==> src/rtl/crossbar_alloc.sv <==
`default_nettype none
// ============================================================================
//  Module      : crossbar_alloc
//  Description : Allocation controller for an N x N combinational crossbar.
//                Each output owns a round-robin arbiter that locks onto one
//                input until that input sends its last beat, and drives the
//                one-hot select column for that output.
//  Options     : CROSSBAR_ALLOC_TIMEOUT_EN - when defined, a lock whose owner
//                stalls for TIMEOUT consecutive cycles is released as if the
//                owner had sent its last beat.
//  Revision    : 1.0 - initial release
// ============================================================================
module crossbar_alloc #(
    parameter int N       = 4,
    parameter int TIMEOUT = 16
) (
    input  logic                   clk,
    input  logic                   nreset,
    input  logic [N-1:0]           req,
    input  logic [N*$clog2(N)-1:0] dest,
    input  logic [N-1:0]           last,
    output logic [N-1:0]           grant,
    output logic [N*N-1:0]         sel,
    output logic [N-1:0]           busy
);

    localparam int DW = $clog2(N);
`ifdef CROSSBAR_ALLOC_TIMEOUT_EN
    localparam int CW = $clog2(TIMEOUT + 1);
`endif

    typedef enum logic [0:0] {
        ST_IDLE   = 1'b0,
        ST_LOCKED = 1'b1
    } state_t;

    // An input is granted when any output column selects it; every column is
    // decoded from registered state, so there is no path from req to grant.
    always_comb begin
        grant = '0;
        for (int o = 0; o < N; o++) begin
            grant = grant | sel[o*N +: N];
        end
    end

    genvar go;
    generate
        for (go = 0; go < N; go++) begin : g_out
            state_t          state;
            state_t          state_nxt;
            logic [DW-1:0]   own;
            logic [DW-1:0]   own_nxt;
            logic [DW-1:0]   ptr;
            logic [DW-1:0]   ptr_nxt;
            logic [N-1:0]    cand;
            logic            beat;
            logic            timed_out;
            logic            release_lock;
`ifdef CROSSBAR_ALLOC_TIMEOUT_EN
            logic [CW-1:0]   cnt;
            logic [CW-1:0]   cnt_nxt;
`endif

            // Inputs asking for this output; an input that already owns some
            // output is left out so it can never hold two grants at once.
            always_comb begin
                cand = '0;
                for (int i = 0; i < N; i++) begin
                    cand[i] = req[i] && (dest[i*DW +: DW] == DW'(go)) && !grant[i];
                end
            end

            assign beat = (state == ST_LOCKED) && req[own];

`ifdef CROSSBAR_ALLOC_TIMEOUT_EN
            // A stall reaching TIMEOUT cycles on this edge forces a release.
            assign timed_out = (state == ST_LOCKED) && !req[own] &&
                               (cnt == CW'(TIMEOUT - 1));
`else
            assign timed_out = 1'b0;
`endif

            assign release_lock = (beat && last[own]) || timed_out;

            // Next-state logic: round-robin pick when idle, release on last beat.
            always_comb begin
                state_nxt = state;
                own_nxt   = own;
                ptr_nxt   = ptr;
`ifdef CROSSBAR_ALLOC_TIMEOUT_EN
                cnt_nxt   = cnt;
`endif
                case (state)
                    ST_IDLE: begin
                        // Scan ptr+1, ptr+2, ... with wrap; the first hit wins.
                        for (int k = N; k >= 1; k--) begin
                            for (int i = 0; i < N; i++) begin
                                if (cand[i] &&
                                    (i == ((int'(ptr) + k >= N) ? int'(ptr) + k - N
                                                                 : int'(ptr) + k))) begin
                                    own_nxt   = DW'(i);
                                    state_nxt = ST_LOCKED;
                                end
                            end
                        end
`ifdef CROSSBAR_ALLOC_TIMEOUT_EN
                        cnt_nxt = '0;
`endif
                    end
                    ST_LOCKED: begin
                        if (release_lock) begin
                            state_nxt = ST_IDLE;
                            ptr_nxt   = own;
                        end
`ifdef CROSSBAR_ALLOC_TIMEOUT_EN
                        if (release_lock || beat) begin
                            cnt_nxt = '0;
                        end else begin
                            cnt_nxt = cnt + CW'(1);
                        end
`endif
                    end
                    default: begin
                        state_nxt = ST_IDLE;
                    end
                endcase
            end

            // State, owner and priority pointer registers.
            always_ff @(posedge clk or negedge nreset) begin
                if (!nreset) begin
                    state <= ST_IDLE;
                    own   <= '0;
                    ptr   <= DW'(N - 1);
                end else begin
                    state <= state_nxt;
                    own   <= own_nxt;
                    ptr   <= ptr_nxt;
                end
            end

`ifdef CROSSBAR_ALLOC_TIMEOUT_EN
            // Stall counter for the current lock.
            always_ff @(posedge clk or negedge nreset) begin
                if (!nreset) begin
                    cnt <= '0;
                end else begin
                    cnt <= cnt_nxt;
                end
            end
`endif

            assign sel[go*N +: N] = (state == ST_LOCKED) ? (N'(1) << own) : '0;
            assign busy[go]       = (state == ST_LOCKED);
        end
    endgenerate

endmodule
`default_nettype wire

==> config.mk <==
export PLATFORM = sky130hd
export DESIGN_NAME = crossbar_alloc
export DESIGN_NICKNAME = d
export VERILOG_FILES = /design/src/rtl/crossbar_alloc.sv
export SDC_FILE = /design/constraint.sdc
export NUM_CORES = 1
export LEC_CHECK = 0
export BUFFER_PORTS_ARGS = -buffer_cell sky130_fd_sc_hd__buf_2
export CORE_MARGIN = 2
export CORE_UTILIZATION = 50
export DETAILED_ROUTE_END_ITERATION = 8
export PLACE_DENSITY = 0.88
export REMOVE_ABC_BUFFERS = 1
export SLEW_MARGIN = 10
export SYNTH_ARGS = -nofsm -noshare
export SYNTH_HDL_FRONTEND = slang
export SYNTH_SLANG_ARGS = --single-unit
==> constraint.sdc <==
create_clock -name clk -period 5.1 [get_ports clk]
set_input_delay 1.02 -clock clk [delete_from_list [all_inputs] [get_ports clk]]
set_output_delay 1.02 -clock clk [all_outputs]
set_load 0.02 [all_outputs]
==> results of run 1 <==
[cell type report]
cell class | count | area share
timing repair buffer | 41 | 0.111
inverter | 15 | 0.0303
sequential | 20 | 0.275
clock buffer | 3 | 0.0121
multi-input combinational | 158 | 0.542
tap | 44 | 0.0297
[power by group]
part	internal, W	leakage, nW	switching [W]
clock	0.0000275	0.0138	0.0000462
combinational	0.000271	0.618	0.000403
sequential	0.000256	0.225	0.000134
total	0.000554	0.857	0.000584
[sequential cells by signal, summed over array words and instances (netlist names)]
| name | count |
|---|---|
| g_out.state | 4 |
| g_out.ptr | 8 |
| g_out.own | 8 |
[metrics by stage]
stage / total power (W) / worst slack [ns]
after detailed placement: 0.00106 / 2.43
after global routing: 0.00122 / 2.14
final: 0.00114 / 2.21
after global placement: 0.00104 / 2.44
after CTS: 0.00113 / 2.22
after floorplan: 0.000842 / 2.28
[worst max-delay path, delay by kind of cell, from the launching register on]
kind / cells / cell delay (ns)
simple gates: 2 / 0.86
buf+inv: 1 / 0.22
flops: 1 / 0.49
[cell usage after synthesis (2+ instances only)]
| master | count |
|---|---|
| or3_1 | 5 |
| a31oi_1 | 10 |
| o211ai_1 | 2 |
| nand2_1 | 22 |
| a21oi_1 | 5 |
| nor2_1 | 20 |
| dfrtp_1 | 12 |
| a21boi_0 | 2 |
| mux2_2 | 6 |
| and3_1 | 4 |
| clkbuf_1 | 2 |
| or2_2 | 2 |
| dfstp_2 | 8 |
| o21ai_0 | 7 |
| nand3b_1 | 11 |
| o21a_1 | 2 |
| inv_1 | 15 |
| o22ai_1 | 2 |
| nor4_1 | 3 |
| nand3_1 | 10 |
| nor3_1 | 7 |
| a21o_1 | 4 |
| nor3b_1 | 6 |
| buf_2 | 5 |
| buf_4 | 4 |
[per-layer routing]
layer  vias up  GRT usage  part of all wire
li1        828          -                 -
met1       763      0.331              0.46
met2        92      0.353              0.44
met3         6     0.0336             0.089
met4         0     0.0699             0.012
met5         -          0                 0
[cells by family after synthesis]
family,Yosys count
flip-flops,20
AND/OR/NAND/NOR,99
multiplexers,7
buffers and inverters,27
AO/OA/AOI/OAI,52
[how the worst max path moves through the flow]
stage | to
after detailed placement | g_out[0].own[1]
final | grant[0]
after global routing | grant[0]
after CTS | grant[0]
after floorplan | g_out[0].own[1]
after global placement | g_out[0].own[1]
==> results_dict.tcl, run 1 <==
set metrics [dict create \
    initial_core_util 0.531 \
    numPortBuffers 41 \
    ys_warn_count 0 \
    synth.avg_cell_area_um2 8.03 \
    synthFlopType "dfrtp_1" \
    rows 20 \
    fmax_mhz 346 \
    num_io_pins 42 \
    vias_per_cell 6.01 \
    antenna_cells 0 \
    numCtsBuffers 3 \
    grt_remaining_overflow 0 \
    hold_start "g_out[2].ptr[0]" \
    grt_pass1_wl_um 6400 \
    hold_violations 0 \
    multiInputGateArea_um2 1010 \
    p_leak_nw 0.857 \
    synth_area_um2 1650 \
    die_area_um2 3770 \
    clkSlewWorstSetupHoldPaths_ns 0.11 \
    crit_path_start_kind "flop" \
    clockRootBuffer "clkbuf_4" \
    post_drt_wl_per_cell_um 14.8 \
    synth_compound_area_frac 0.233 \
    cp_slowest_cell "or4_1" \
    cts_resized 0 \
    finalMaxSlewViolations 0 \
    drt.antenna.violating_nets 0 \
    r2r_slack_ns 2.39 \
    synth_seq_cells 20 \
    final_common_cell "buf_2" \
    fin_crit_ns 2.89 \
    seqCellArea_um2 510 \
    remaining_drc_errors 0 \
    synthSimpleGateAreaFrac 0.331 \
    grtUsageTotal 0.228 \
    fin_cells 281 \
    max_cap_violations 0 \
    cp.arrival_ns 1.87 \
    nNetsFinal 257 \
    cts_tree "done" \
    path_cells "nor3b_1 -> or4_1 -> buf_2" \
    fin_worst_skew_ns 0.000636 \
    synth_cells 205 \
    setup_tns_ns 0 \
    drt-initial-drc-count 122 \
    cts_setup_buffers 0 \
    cts_buffer_depth 2 \
    cp-end-kind "output port" \
    dp_hpwl_um 3290 \
    synthTopCellsByArea "dfrtp_1 (18%), dfstp_2 (13%), nand2_1 (5.0%)" \
    clk_latency_ns 0.29 \
    vdd_ir_drop_max_mv 0.273 \
    hold_path_depth 1 \
    rsz0062_at_grt "no" \
    setup_violations 0 \
    stdcell_area_um2 1860 \
    grt_pass1_vias 1395 \
    cts-hold-fix-buffers 0 \
    reg2reg_from "g_out[1].state" \
    cp.required_ns 4.08 \
    synth_xor_area_frac 0 \
    synth_cell_types 54 \
    crit_type "reg2out" \
    postSynth.asyncResetShare 1.00 \
    relSlewSlack 0.502 \
    layout_common_cells "buf_2 (41), nand2_1 (22), nor2_1 (20), inv_1 (15), dfrtp_1 (12)" \
    coreArea_um2 3100 \
    hp-class "reg2reg" \
    reg2reg_to "g_out[0].own[1]" \
    synth_top_family_by_area "simple AND/OR/NAND/NOR gates" \
    placed_area_um2 1830 \
    cts-htree-levels 1 \
    outcome "complete, no violations" \
    dp.cells 278 \
    yosys-mux-area-fraction 0.0479 \
    drtPass1Iterations 5 \
    synth_fa_ha_area_frac 0 \
    synth_top_area_frac 0.182 \
    period_share 0.567 \
    layout-drive-gt1-share 0.287 \
    min_to "g_out[2].ptr[0]" \
    synth_edf_count 0 \
    worst_slew_pin_slew_ns 0.741 \
    via_count 1689 \
    r2r_cells 6 \
    cts_sinks 20 \
    crit_path_max_incr_delay_ns 0.66 \
    area_delta_synth_final_pct 12.7 \
    hold_ws_ns 0.543 \
    cp_max_fo 9 \
    drt-total-wl_um 4170 \
    die_h_um 61.4 \
    finish.utilization 0.598 \
    yosysTopAreaCell "dfrtp_1" \
    n_fill_cell 306 \
    die_x_um 61.4 \
    crit_path_start "g_out[1].state" \
    ys_seq_area_frac 0.310 \
    antenna_found_initial 0 \
    grt_start_max_net_pins 21 \
    gp_congestion 0.873 \
    power_density_nw_per_um2 613 \
]
No activity file was read; power rests on OpenSTA's default activity.
==> inputs of run 2 (changes only) <==
==> constraint.sdc (replaced) <==
create_clock -name clk -period 2.8 [get_ports clk]
set_input_delay 0.56 -clock clk [delete_from_list [all_inputs] [get_ports clk]]
set_output_delay 0.56 -clock clk [all_outputs]
set_load 0.02 [all_outputs]
==> run 2 against run 1 <==
Wire length rose by 3.5%. Critical path depth up 3. Cell count grew 2.1%. Clock power increased by 93%.
==> results_dict.tcl, run 2 (synthesis gave the netlist of run 1 again) <==
set metrics [dict create \
    n_fill_cell 308 \
    nNetsFinal 263 \
    final_common_cell "buf_2" \
    via_count 1735 \
    stdcell_area_um2 1900 \
    layout-drive-gt1-share 0.305 \
    grtUsageTotal 0.253 \
    cts-htree-levels 1 \
    fin_cells 287 \
    initial_core_util 0.531 \
    placed_area_um2 1880 \
    dp_hpwl_um 3400 \
    period_share 0.961 \
    setup_violations 0 \
    outcome "complete, no violations" \
    max_cap_violations 0 \
    rsz0062_at_grt "no" \
    dp.cells 284 \
    drt-initial-drc-count 172 \
    relSlewSlack 0.633 \
    clkSlewWorstSetupHoldPaths_ns 0.12 \
    cp_max_fo 9 \
    crit_path_start_kind "flop" \
    cts_sinks 20 \
    num_io_pins 42 \
    crit_type "reg2reg" \
    cts_setup_buffers 0 \
    finalMaxSlewViolations 0 \
    p_leak_nw 0.887 \
    reg.largest.list "g_out.own x8, g_out.ptr x8, g_out.state x4" \
    cts_tree "done" \
    numCtsBuffers 3 \
    rows 20 \
    die_area_um2 3770 \
    power_density_nw_per_um2 1130 \
    antenna_cells 0 \
    worst_slew_pin_slew_ns 0.543 \
    multiInputGateArea_um2 1010 \
    cp.arrival_ns 2.89 \
    cts_buffer_depth 2 \
    grt_pass1_vias 1507 \
    clk_latency_ns 0.31 \
    setup_tns_ns 0 \
    antenna_found_initial 0 \
    drtPass1Iterations 6 \
    grt_start_max_net_pins 21 \
    layout_common_cells "buf_2 (41), nand2_1 (22), nor2_1 (20), inv_1 (15), dfrtp_1 (12)" \
    die_x_um 61.4 \
    cts-hold-fix-buffers 0 \
    die_h_um 61.4 \
    coreArea_um2 3100 \
    fmax_mhz 372 \
    vias_per_cell 6.05 \
    grt_remaining_overflow 0 \
    hp-class "in2async" \
    area_delta_synth_final_pct 15.4 \
    cp.required_ns 3.00 \
    clockRootBuffer "clkbuf_4" \
    numPortBuffers 41 \
    post_drt_wl_per_cell_um 15.0 \
    hold_violations 0 \
    cp-end-kind "flop" \
    remaining_drc_errors 0 \
    seqCellArea_um2 510 \
    gp_congestion 0.938 \
    fin_crit_ns 2.69 \
    vdd_ir_drop_max_mv 0.461 \
    grt_pass1_wl_um 7090 \
    fin_worst_skew_ns 0.00857 \
    cts_resized 0 \
    drt.antenna.violating_nets 0 \
    drt-total-wl_um 4310 \
]
==> run 2: worst paths after layout <==
path                            depth (start not counted)               to  slack, ns       startpoint
worst max-delay path                                    6  g_out[0].own[1]       0.11   g_out[1].state
worst min-delay path                                    1   g_out[2].state       0.19           nreset
worst max register to register                          6  g_out[0].own[1]       0.11   g_out[1].state
worst min register to register                          1  g_out[2].ptr[0]       0.54  g_out[2].ptr[0]
max in group asynchronous                               1  g_out[1].ptr[1]       2.26           nreset
min in group clk                                        1  g_out[2].ptr[0]       0.54  g_out[2].ptr[0]
==> run 2: routing by layer <==
metal | track usage | share of wire
met3 | 0.0420 | 0.11
met2 | 0.388 | 0.45
met5 | 0 | 0
met1 | 0.374 | 0.44
met4 | 0.0608 | 0.0063
==> run 2: layout make-up <==
cell class,instances,share of cell area
well taps,44,0.0290
repair buffers,47,0.132
flip-flops and latches,20,0.269
multi-input cells,158,0.529
inverters,15,0.0296
clock buffers,3,0.0118
==> run 2: stage by stage <==
step           utilization  worst slack [ns]  hold WS [ns]  total power, W
4_1_cts              0.613             0.149         0.207         0.00213
3_3_place_gp         0.605             0.249         0.521         0.00197
3_5_place_dp         0.605             0.171         0.525         0.00200
2_1_floorplan            -           -0.0209         0.264         0.00153
5_1_grt              0.613            0.0328         0.225         0.00232
6_report             0.613             0.109         0.188         0.00215
==> run 2: power breakdown <==
group | total [W] | switching (W) | leakage, nW | internal (W)
logic | 0.00133 | 0.000787 | 0.648 | 0.000542
clock network | 0.000142 | 0.0000915 | 0.0138 | 0.0000503
registers | 0.000681 | 0.000214 | 0.225 | 0.000467
==> run 2: worst max-delay path, cell delays in order (launching register included) <==
cell	delay, ns
dfrtp_1	0.49
nor3b_1	0.20
or4_1	0.65
or4b_4	0.59
and2_4	0.18
a21oi_2	0.14
mux2_1	0.33
